--- src/rtl/ascon_ctrl_fsm_if.sv ---
// rtl/ascon_ctrl_fsm_if.sv - control, handshake and datapath-enable bundle of the Ascon sequencer
interface ascon_ctrl_fsm_if #(
  parameter int BLK_W = 8
);
  logic             i_sys_enable;
  logic             i_start;
  logic             i_decrypt;
  logic             i_ad_present;
  logic             i_data_valid;
  logic             i_last_block;
  logic             o_ready;
  logic             o_busy;
  logic [3:0]       o_round;
  logic [BLK_W-1:0] o_block_count;
  logic             o_mux_select;
  logic             o_state_en;
  logic             o_xor_data_begin;
  logic             o_xor_key_begin;
  logic             o_xor_key_end;
  logic             o_xor_lsb_end;
  logic             o_replace_data;
  logic             o_valid_out;
  logic             o_tag_en;
  logic             o_done;

  modport slave (
    input  i_sys_enable, i_start, i_decrypt, i_ad_present, i_data_valid, i_last_block,
    output o_ready, o_busy, o_round, o_block_count, o_mux_select, o_state_en,
           o_xor_data_begin, o_xor_key_begin, o_xor_key_end, o_xor_lsb_end,
           o_replace_data, o_valid_out, o_tag_en, o_done
  );

  modport master (
    output i_sys_enable, i_start, i_decrypt, i_ad_present, i_data_valid, i_last_block,
    input  o_ready, o_busy, o_round, o_block_count, o_mux_select, o_state_en,
           o_xor_data_begin, o_xor_key_begin, o_xor_key_end, o_xor_lsb_end,
           o_replace_data, o_valid_out, o_tag_en, o_done
  );
endinterface

--- src/rtl/ascon_ctrl_fsm.sv ---
// rtl/ascon_ctrl_fsm.sv - Ascon AEAD control sequencer: p^a/p^b round stepping and datapath enables
module ascon_ctrl_fsm #(
  parameter int ROUNDS_A = 12,
  parameter int ROUNDS_B = 6,
  parameter int BLK_W    = 8
) (
  input  logic            clock,
  input  logic            reset_n,
  ascon_ctrl_fsm_if.slave bus
);

  generate
    if (ROUNDS_B < 1 || ROUNDS_B > ROUNDS_A || ROUNDS_A > 12) begin : g_bad_rounds
      $error("ascon_ctrl_fsm: rounds must satisfy 1 <= ROUNDS_B <= ROUNDS_A <= 12");
    end
  endgenerate

  typedef enum logic [2:0] {
    S_IDLE      = 3'd0,
    S_INIT_RUN  = 3'd1,
    S_AD_WAIT   = 3'd2,
    S_AD_RUN    = 3'd3,
    S_DATA_WAIT = 3'd4,
    S_DATA_RUN  = 3'd5,
    S_FINAL_RUN = 3'd6,
    S_DONE      = 3'd7
  } state_t;

  localparam logic [3:0]       LEN_A   = 4'(ROUNDS_A);
  localparam logic [3:0]       LEN_B   = 4'(ROUNDS_B);
  localparam logic [3:0]       BASE_A  = 4'(12 - ROUNDS_A);
  localparam logic [3:0]       BASE_B  = 4'(12 - ROUNDS_B);
  localparam logic [BLK_W-1:0] CNT_MAX = '1;

  state_t           r_state;
  state_t           w_next;
  logic [3:0]       r_round_cnt;
  logic [BLK_W-1:0] r_block_count;
  logic             r_decrypt;
  logic             r_ad_present;
  logic             r_last_ad;

  logic             w_run_a;
  logic             w_run_b;
  logic             w_running;
  logic             w_first;
  logic             w_last;
  logic             w_ready;
  logic             w_xfer;
  logic [3:0]       w_len;
  logic [3:0]       w_base;

  always_comb begin
    w_run_a   = (r_state == S_INIT_RUN) || (r_state == S_FINAL_RUN);
    w_run_b   = (r_state == S_AD_RUN) || (r_state == S_DATA_RUN);
    w_running = w_run_a || w_run_b;
    w_len     = w_run_a ? LEN_A : LEN_B;
    w_base    = w_run_a ? BASE_A : BASE_B;
    w_first   = (r_round_cnt == 4'd0);
    w_last    = (r_round_cnt == (w_len - 4'd1));
    w_ready   = (r_state == S_AD_WAIT) || (r_state == S_DATA_WAIT);
    w_xfer    = w_ready && bus.i_data_valid;
  end

  always_ff @(posedge clock or negedge reset_n) begin
    if (!reset_n) begin
      r_state <= S_IDLE;
    end else if (!bus.i_sys_enable) begin
      r_state <= S_IDLE;
    end else begin
      r_state <= w_next;
    end
  end

  // Round counter is the cycle index inside a run; it is zero in every non-run state,
  // so each run starts from zero without an explicit load.
  always_ff @(posedge clock or negedge reset_n) begin
    if (!reset_n) begin
      r_round_cnt   <= 4'd0;
      r_block_count <= '0;
      r_decrypt     <= 1'b0;
      r_ad_present  <= 1'b0;
      r_last_ad     <= 1'b0;
    end else if (!bus.i_sys_enable) begin
      r_round_cnt <= 4'd0;
    end else begin
      r_round_cnt <= (w_running && !w_last) ? (r_round_cnt + 4'd1) : 4'd0;
      if (r_state == S_IDLE && bus.i_start) begin
        r_decrypt     <= bus.i_decrypt;
        r_ad_present  <= bus.i_ad_present;
        r_block_count <= '0;
      end
      if (r_state == S_AD_WAIT && w_xfer) begin
        r_last_ad <= bus.i_last_block;
      end
      if (r_state == S_DATA_WAIT && w_xfer && r_block_count != CNT_MAX) begin
        r_block_count <= r_block_count + BLK_W'(1);
      end
    end
  end

  always_comb begin
    w_next = r_state;
    case (r_state)
      S_IDLE:      if (bus.i_start) w_next = S_INIT_RUN;
      S_INIT_RUN:  if (w_last) w_next = r_ad_present ? S_AD_WAIT : S_DATA_WAIT;
      S_AD_WAIT:   if (w_xfer) w_next = S_AD_RUN;
      S_AD_RUN:    if (w_last) w_next = r_last_ad ? S_DATA_WAIT : S_AD_WAIT;
      S_DATA_WAIT: if (w_xfer) w_next = bus.i_last_block ? S_FINAL_RUN : S_DATA_RUN;
      S_DATA_RUN:  if (w_last) w_next = S_DATA_WAIT;
      S_FINAL_RUN: if (w_last) w_next = S_DONE;
      S_DONE:      w_next = S_IDLE;
      default:     w_next = S_IDLE;
    endcase
  end

  always_comb begin
    bus.o_ready          = w_ready;
    bus.o_busy           = (r_state != S_IDLE);
    bus.o_round          = w_running ? (w_base + r_round_cnt) : 4'd0;
    bus.o_block_count    = r_block_count;
    bus.o_mux_select     = 1'b1;
    bus.o_state_en       = w_running;
    bus.o_xor_data_begin = 1'b0;
    bus.o_xor_key_begin  = 1'b0;
    bus.o_xor_key_end    = 1'b0;
    bus.o_xor_lsb_end    = 1'b0;
    bus.o_replace_data   = 1'b0;
    bus.o_valid_out      = 1'b0;
    bus.o_tag_en         = 1'b0;
    bus.o_done           = 1'b0;
    case (r_state)
      S_INIT_RUN: begin
        bus.o_mux_select  = !w_first;
        bus.o_xor_key_end = w_last;
        bus.o_xor_lsb_end = w_last && !r_ad_present;
      end
      S_AD_RUN: begin
        bus.o_xor_data_begin = w_first;
        bus.o_xor_lsb_end    = w_last && r_last_ad;
      end
      S_DATA_RUN: begin
        bus.o_xor_data_begin = w_first;
        bus.o_valid_out      = w_first;
        bus.o_replace_data   = w_first && r_decrypt;
      end
      S_FINAL_RUN: begin
        bus.o_xor_data_begin = w_first;
        bus.o_xor_key_begin  = w_first;
        bus.o_valid_out      = w_first;
        bus.o_replace_data   = w_first && r_decrypt;
        bus.o_xor_key_end    = w_last;
        bus.o_tag_en         = w_last;
      end
      S_DONE: begin
        bus.o_done = 1'b1;
      end
      default: begin
      end
    endcase
  end

endmodule

--- src/flat_wrapper.sv ---
// flat-port wrapper written by rule: the top's interface ports become plain ports
module ascon_ctrl_fsm_flat 
#(
  parameter int ROUNDS_A = 12,
  parameter int ROUNDS_B = 6,
  parameter int BLK_W    = 8
)
  (clock, reset_n, bus_i_sys_enable, bus_i_start, bus_i_decrypt, bus_i_ad_present, bus_i_data_valid, bus_i_last_block, bus_o_ready, bus_o_busy, bus_o_round, bus_o_block_count, bus_o_mux_select, bus_o_state_en, bus_o_xor_data_begin, bus_o_xor_key_begin, bus_o_xor_key_end, bus_o_xor_lsb_end, bus_o_replace_data, bus_o_valid_out, bus_o_tag_en, bus_o_done);
  ascon_ctrl_fsm_if #(.BLK_W(BLK_W)) bus_i ();
  input  logic clock;
  input  logic reset_n;
  input wire logic [$bits(bus_i.i_sys_enable)-1:0] bus_i_sys_enable;
  input wire logic [$bits(bus_i.i_start)-1:0] bus_i_start;
  input wire logic [$bits(bus_i.i_decrypt)-1:0] bus_i_decrypt;
  input wire logic [$bits(bus_i.i_ad_present)-1:0] bus_i_ad_present;
  input wire logic [$bits(bus_i.i_data_valid)-1:0] bus_i_data_valid;
  input wire logic [$bits(bus_i.i_last_block)-1:0] bus_i_last_block;
  output wire logic [$bits(bus_i.o_ready)-1:0] bus_o_ready;
  output wire logic [$bits(bus_i.o_busy)-1:0] bus_o_busy;
  output wire logic [$bits(bus_i.o_round)-1:0] bus_o_round;
  output wire logic [$bits(bus_i.o_block_count)-1:0] bus_o_block_count;
  output wire logic [$bits(bus_i.o_mux_select)-1:0] bus_o_mux_select;
  output wire logic [$bits(bus_i.o_state_en)-1:0] bus_o_state_en;
  output wire logic [$bits(bus_i.o_xor_data_begin)-1:0] bus_o_xor_data_begin;
  output wire logic [$bits(bus_i.o_xor_key_begin)-1:0] bus_o_xor_key_begin;
  output wire logic [$bits(bus_i.o_xor_key_end)-1:0] bus_o_xor_key_end;
  output wire logic [$bits(bus_i.o_xor_lsb_end)-1:0] bus_o_xor_lsb_end;
  output wire logic [$bits(bus_i.o_replace_data)-1:0] bus_o_replace_data;
  output wire logic [$bits(bus_i.o_valid_out)-1:0] bus_o_valid_out;
  output wire logic [$bits(bus_i.o_tag_en)-1:0] bus_o_tag_en;
  output wire logic [$bits(bus_i.o_done)-1:0] bus_o_done;
  assign bus_i.i_sys_enable = bus_i_sys_enable;
  assign bus_i.i_start = bus_i_start;
  assign bus_i.i_decrypt = bus_i_decrypt;
  assign bus_i.i_ad_present = bus_i_ad_present;
  assign bus_i.i_data_valid = bus_i_data_valid;
  assign bus_i.i_last_block = bus_i_last_block;
  assign bus_o_ready = bus_i.o_ready;
  assign bus_o_busy = bus_i.o_busy;
  assign bus_o_round = bus_i.o_round;
  assign bus_o_block_count = bus_i.o_block_count;
  assign bus_o_mux_select = bus_i.o_mux_select;
  assign bus_o_state_en = bus_i.o_state_en;
  assign bus_o_xor_data_begin = bus_i.o_xor_data_begin;
  assign bus_o_xor_key_begin = bus_i.o_xor_key_begin;
  assign bus_o_xor_key_end = bus_i.o_xor_key_end;
  assign bus_o_xor_lsb_end = bus_i.o_xor_lsb_end;
  assign bus_o_replace_data = bus_i.o_replace_data;
  assign bus_o_valid_out = bus_i.o_valid_out;
  assign bus_o_tag_en = bus_i.o_tag_en;
  assign bus_o_done = bus_i.o_done;
  ascon_ctrl_fsm #(.ROUNDS_A(ROUNDS_A), .ROUNDS_B(ROUNDS_B), .BLK_W(BLK_W)) u_core (.clock(clock), .reset_n(reset_n), .bus(bus_i));
endmodule
--- config.mk ---
export PLATFORM = sky130hd
export DESIGN_NAME = ascon_ctrl_fsm_flat
export DESIGN_NICKNAME = d
export VERILOG_FILES = /design/src/rtl/ascon_ctrl_fsm_if.sv /design/src/rtl/ascon_ctrl_fsm.sv /design/src/flat_wrapper.sv
export SDC_FILE = /design/constraint.sdc
export NUM_CORES = 1
export LEC_CHECK = 0
export CORE_UTILIZATION = 49
export DETAILED_ROUTE_END_ITERATION = 6
export PLACE_DENSITY = 0.81
export SYNTH_ARGS = -nofsm -noshare
export SYNTH_HDL_FRONTEND = slang
export SYNTH_SLANG_ARGS = --single-unit
--- constraint.sdc ---
create_clock -name clock -period 2.7 [get_ports clock]
set_clock_uncertainty 0.15 [all_clocks]
set_input_delay 0.54 -clock clock [delete_from_list [all_inputs] [get_ports clock]]
set_output_delay 0.54 -clock clock [all_outputs]
set_load 0.005 [all_outputs]
-- Word-level counts from Yosys, hierarchy flattened
Cells that the tools add are included.
- output and inout port bits: 24
- register bits: 18
- reduce and logical (&&, ||, !) cells: 27
- add/sub/neg operators: 4
- eq/ne operators: 16
- muxes and demuxes: 28
- operator list (operator ; count):
    3-bit two-way mux ; 11
    3-bit case mux with 8 select lines ; 1
    3-bit by 2-bit inequality test with 1-bit output, second input constant ; 6
    4-bit two-way mux ; 4
    8-bit two-way mux ; 2
    3-bit equality test, second input constant ; 4
    1-bit logical AND ; 9
    8-bit by 1-bit adder with 8-bit output, second input constant ; 1
    1-bit two-way mux ; 8
    8-bit inequality test, second input constant ; 1
    7-bit AND reduction ; 1
    3-bit by 2-bit equality test with 1-bit output, second input constant ; 2
    2-bit AND reduction ; 3
    4-bit by 1-bit adder with 4-bit output, second input constant ; 1
    4-bit adder ; 1
    4-bit equality test ; 1
    4-bit zero test ; 1
    1-bit logical OR ; 4
    2-bit OR reduction ; 2
    4-bit by 1-bit subtractor with 4-bit output, second input constant ; 1
    3-bit by 1-bit equality test with 1-bit output, second input constant ; 1
    1-bit zero test ; 3
    3-bit zero test ; 1
    3-bit inequality test, second input constant ; 1
    other kinds (5) ; 5

-- Logic depth before layout (Yosys ltp)
- depth after elaboration: 9
- depth in mapped cells: 8
- depth with buffers taken out: 7

-- Worst setup path before layout
Ideal clock, no wire load.
- kind: register -> output
- from: reg u_core.r_state[2]
- to: out bus_o_round[2]
- required time: 2.010 ns
- path slack: 0.283 ns
- arrival: 1.727 ns
- stages on the path, launching flop included: 8
- path buffers: 1
- cells stage by stage: dfrtp_1 > buf_6 > nor3b_1 > nor2_1 > ha_1 > inv_1 > fa_1 > nor2_1
- word-level cells in the longest chain between the ends: 5
- RTL lines (item ; RTL line ; text):
    start: declaration ; ascon_ctrl_fsm.sv:35 ; state_t r_state;
    start signal: assignment ; ascon_ctrl_fsm.sv:71 ; r_state <= w_next;
    3-bit by 1-bit equality test with 1-bit output or 3-bit equality test (tied branches) ; ascon_ctrl_fsm.sv:54 ; w_run_a = (r_state == S_INIT_RUN) || (r_state == S_FINAL_RUN);
    1-bit logical OR ; ascon_ctrl_fsm.sv:54 ;
    3-bit two-way mux ; ascon_ctrl_fsm.sv:58 ; w_base = w_run_a ? BASE_A : BASE_B;
    4-bit adder ; ascon_ctrl_fsm.sv:120 ; bus.o_round = w_running ? (w_base + r_round_cnt) : 4'd0;
    4-bit two-way mux * ; ascon_ctrl_fsm.sv:120 ;
    end: declaration ; flat_wrapper.sv:20 ; output wire logic [$bits(bus_i.o_round)-1:0] bus_o_round;
Mark *: on every way between the ends. The rest lies on a longest branch, timed or not.

-- Worst setup path after layout
- from: reg u_core.r_state[2]
- to: out bus_o_round[3]
The elaborated chain is that of the path after synthesis.

==> results.md <==
- The share of flip-flops with an asynchronous set or reset after synthesis is 100%.
- The minimum setup slack in the final design is -30.4 ps.
- The number of hold-repair buffers added at the cts stage is 0.
- Headroom to the max-slew limit came out at 40.2%.
- Synthesis inferred 18 register bits.
- The cell with the most instances after synthesis is sky130_fd_sc_hd__dfrtp_1.
- The max-slew violation count is 0.
- The synthesized netlist devotes 27.0% of its cell area to simple gates.
- The number of max-cap violations is 0.
- The count of flip-flops with a built-in enable after synthesis is 0.
- The average footprint of a synthesized cell is 8.60 sq um.
- The HPWL after detailed placement is 2.71 mm.
- The worst setup path is of the register to primary output kind.
- The core box area is 2540 sq um.
- The data arrival time of the critical path is 2040 ps.
- The placed instances occupy a cell area of 1770 sq um.
- In this run, the number of DRC markers left after iteration 0 of detailed routing was 46.
- Traced cell by cell, the critical path runs through and3b_2 -> nor2_4 -> buf_6 -> inv_2 -> fa_2 -> xor2_1 -> nor2_1 -> buf_2.
- Counting along the longest clock path gives a buffer depth of 2.
- Setup violations remaining at the end of the flow were counted as 1.
- The net count of the finished layout is 226.
- Port buffering added 31 buffers.
- Combinational logic burns 43.1% of the power.
- During synthesis, Yosys emitted a total of 0 warnings.
- The flow ran to the end, but the final reports show violations.
- The diode insertion count for antenna repair is 0.
- In the routed design, unresolved DRC markers number 0.
- The final estimated routing congestion in global placement is 0.926.
- The xor/xnor cell area share of the yosys netlist is 3.87%.
- After clock tree synthesis, the clock-pin slew on the worst setup and hold paths is 110 ps.
- Setup repair after global routing could not meet its margin everywhere.
- The number of hold violations in the final report is 0.
- Using the TritonRoute via totals, the vias-per-cell ratio works out to 5.89.
- Summing every instance area after synthesis gives 1360 sq um.
- TritonCTS built the clock tree.
- The count of cell types in the netlist is 48.
- For this design the static power due to leakage is 0.885 nW.
- The compound-cell area share of the yosys netlist is 18.6%.
- The tightest min-delay check is of the register to register type.
- The area of the multi-input gates is 886 sq um.
- The switching power summed over all nets is 0.297 mW.
- After synthesis, the largest family of logic cells by area is simple AND/OR/NAND/NOR gates.
- The largest voltage drop on the vdd net is 0.303 mV.
- For the pin with the worst max-slew slack, the measured transition is 896 ps.
- The period utilization is 101%.
- The initial antenna violation count was 0.
- The CTS H-tree depth is 1.
- The clock network fraction of design power is 19.5%.
- The portion of synthesized cell area occupied by the leading cell type is 33.1%.
- Entering global routing, the biggest net connects 21 pins.
- The tree is rooted in a sky130_fd_sc_hd__clkbuf_4.
- The number of nets in the synthesized netlist is 172.
- Static timing analysis puts the maximum clock frequency at 366 MHz.
- The checks that failed: setup timing.
- The height of the chip is 54.7 microns.
- The routed via count is 1,419.
- The nature of the critical path endpoint is a primary output.
- After detailed routing, the average wire length per cell comes to 16.5 microns.
- The total global-route track usage is 28.3%.
- The worst-path cell with the longest stage delay is sky130_fd_sc_hd__dfrtp_1.
- After synthesis, the cell types taking the most area are sky130_fd_sc_hd__dfrtp_1 (33%), sky130_fd_sc_hd__ha_1 (4.6%), sky130_fd_sc_hd__inv_1 (3.9%), sky130_fd_sc_hd__mux2_2 (3.3%), sky130_fd_sc_hd__nand3_1 (2.9%).
- The first global-routing pass estimated 6.00 mm of wire.
- In the final layout, the share of cells above drive strength 1 is 28.4%.
- The clock latency at the later pin of the worst-skew pair is 290 ps.
- The area overhead of the layout relative to synthesis is 44.7%.
- The initialized floorplan defines 18 standard-cell rows.
- The shortest clock period the worst path allows after layout is 2730 ps.
- The commonest cells after synthesis are sky130_fd_sc_hd__dfrtp_1 (18), sky130_fd_sc_hd__inv_1 (14), sky130_fd_sc_hd__nand2_1 (10), sky130_fd_sc_hd__nor2_1 (10).
- The final core utilization is 77.2%.
- The overall die area is 2990 sq um.
- The number of global-route vias before repair is 1,406.
- In this run the remaining antenna-violating nets after routing total 0.
- Before antenna repair, the detailed router went through 4 iterations.
- The final global-route overflow total is 0.
- Wires add up to 3.97 mm.
- The area of all placed cells without fillers is 1970 sq um.
- The number of fillers in the final layout is 181.
- The sequential cell area is 453 sq um.
- The highest cell delay on the worst timing path is 450 ps.
- The clock net sink count is 18.
- The power density over the cells is 447 nW/um^2.
- 32 I/O pins were placed.
- The largest area contributor in the netlist is sky130_fd_sc_hd__dfrtp_1.
- The die is 54.7 microns wide.
- The number of standard cells after synthesis is 158.
- For this run, the register share of the synthesized area comes to 33.1%.
- The synthesized netlist devotes 6.08% of its cell area to adder and majority cells.
- Data on the critical path is required at its endpoint by 2010 ps.
- The share of power burned in registers is 37.4%.
- The switching share of power is 33.8%.
- The effective utilization at floorplan is 53.4%.
- In this run the worst path has a maximum fanout of 3.
- In the synthesized netlist the dominant register cell turns out to be sky130_fd_sc_hd__dfrtp_1.
- STA classifies the critical path startpoint as a register.
- The mux contribution to synthesized area is 4.05%.
- Internal power comes to 0.582 mW.
- The total clock buffers created by CTS is 3.
-- state kept, by name, summed over array words and instances, names as in the netlist --
signal and count:
u_core.r_last_ad 1, u_core.bus.o_block_count 8, u_core.r_state 3, u_core.r_decrypt 1
u_core.r_round_cnt 4, u_core.r_ad_present 1
-- stage by stage --
stage                     instances  hold slack (ps)  total power [mW]  setup WS [ps]  TNS, ps
after global placement          226              333             0.629          -22.1    -22.1
after floorplan                 158             94.4             0.496            283        0
after CTS                       238              371             0.833          -16.3    -23.8
after detailed placement        226              346             0.642           -123     -403
final                           241              370             0.880          -30.4    -30.4
after global routing            241              391             0.924          -93.5     -190
-- metal layers --
| layer | track usage (%) | vias up | part of all wire, % |
|---|---|---|---|
| li1 | - | 672 | - |
| met1 | 30.8 | 669 | 40 |
| met2 | 56.2 | 68 | 52 |
| met3 | 3.33 | 10 | 5.7 |
| met4 | 7.26 | 0 | 1.9 |
| met5 | 0 | - | 0 |
-- worst max-delay path, delay by kind of cell, from the launching register on --
family / cells / cell delay [ps]
and+or+nand+nor: 3 / 520
DFF: 1 / 450
adders and majority gates: 1 / 340
buffers and inverters: 3 / 280
xor gates and xnor gates: 1 / 160
-- cells in the final DEF (no fill, tap or decap), types with 3 or more instances in the layout --
master                             n
sky130_fd_sc_hd__a21boi_1          3
sky130_fd_sc_hd__inv_1            12
sky130_fd_sc_hd__a21oi_1           6
sky130_fd_sc_hd__clkbuf_2          3
sky130_fd_sc_hd__nand3_1           8
sky130_fd_sc_hd__xor2_1            3
sky130_fd_sc_hd__clkbuf_4          3
sky130_fd_sc_hd__nand2_1           8
sky130_fd_sc_hd__or3_1             6
sky130_fd_sc_hd__clkdlybuf4s50_1  21
sky130_fd_sc_hd__xnor2_1           3
sky130_fd_sc_hd__o21ai_0           8
sky130_fd_sc_hd__dfrtp_1          16
sky130_fd_sc_hd__buf_4            22
sky130_fd_sc_hd__nand2b_1          3
sky130_fd_sc_hd__dlymetal6s2s_1    4
sky130_fd_sc_hd__ha_1              3
sky130_fd_sc_hd__o211ai_1          4
sky130_fd_sc_hd__mux2_2            4
sky130_fd_sc_hd__nor3_1            5
sky130_fd_sc_hd__nor2_1            9
-- logic make-up after synthesis --
group,after synthesis
muxes,5
and+or+nand+nor,65
DFF,18
AOI/OAI and AO/OA,36
buffers and inverters,22
adders and majority gates,6
xor gates and xnor gates,6
-- area by class of cell --
cell class | instances | area share, %
multi-input combinational | 118 | 45.1
timing repair buffer | 56 | 25.3
sequential | 18 | 23.0
inverter | 15 | 2.86
tap | 30 | 1.91
clock buffer | 4 | 1.85
-- power by group through the flow --
| stage | clock network [mW] | logic [mW] | registers [mW] |
|---|---|---|---|
| finish | 0.172 | 0.379 | 0.329 |
| global route | 0.183 | 0.407 | 0.333 |
| CTS | 0.171 | 0.339 | 0.323 |
| detailed placement | 0 | 0.311 | 0.331 |
| global placement | 0 | 0.301 | 0.328 |
| floorplan | 0 | 0.173 | 0.323 |
-- what timing repair did --
item / in CTS / in global routing
setup buffers: 9 / 3
pin swaps: 5 / 2
resized for setup: 23 / 24
gates cloned: 0 / 0
endpoints found under the setup margin: 8 / 10
-- final timing paths --
kind	startpoint	end	slack [ps]	depth (start not counted)
worst max-delay path	u_core.r_state[2]	bus_o_round[3]	-30	8
worst min-delay path	u_core.r_decrypt	u_core.r_decrypt	370	1
worst max register to register	u_core.r_state[2]	u_core.r_state[2]	340	8
worst min register to register	u_core.r_decrypt	u_core.r_decrypt	370	1
max in group asynchronous	reset_n	u_core.r_round_cnt[1]	1740	2
min in group asynchronous	reset_n	u_core.bus.o_block_count[0]	450	2
Note: power is estimated with default switching activity, not from simulation.
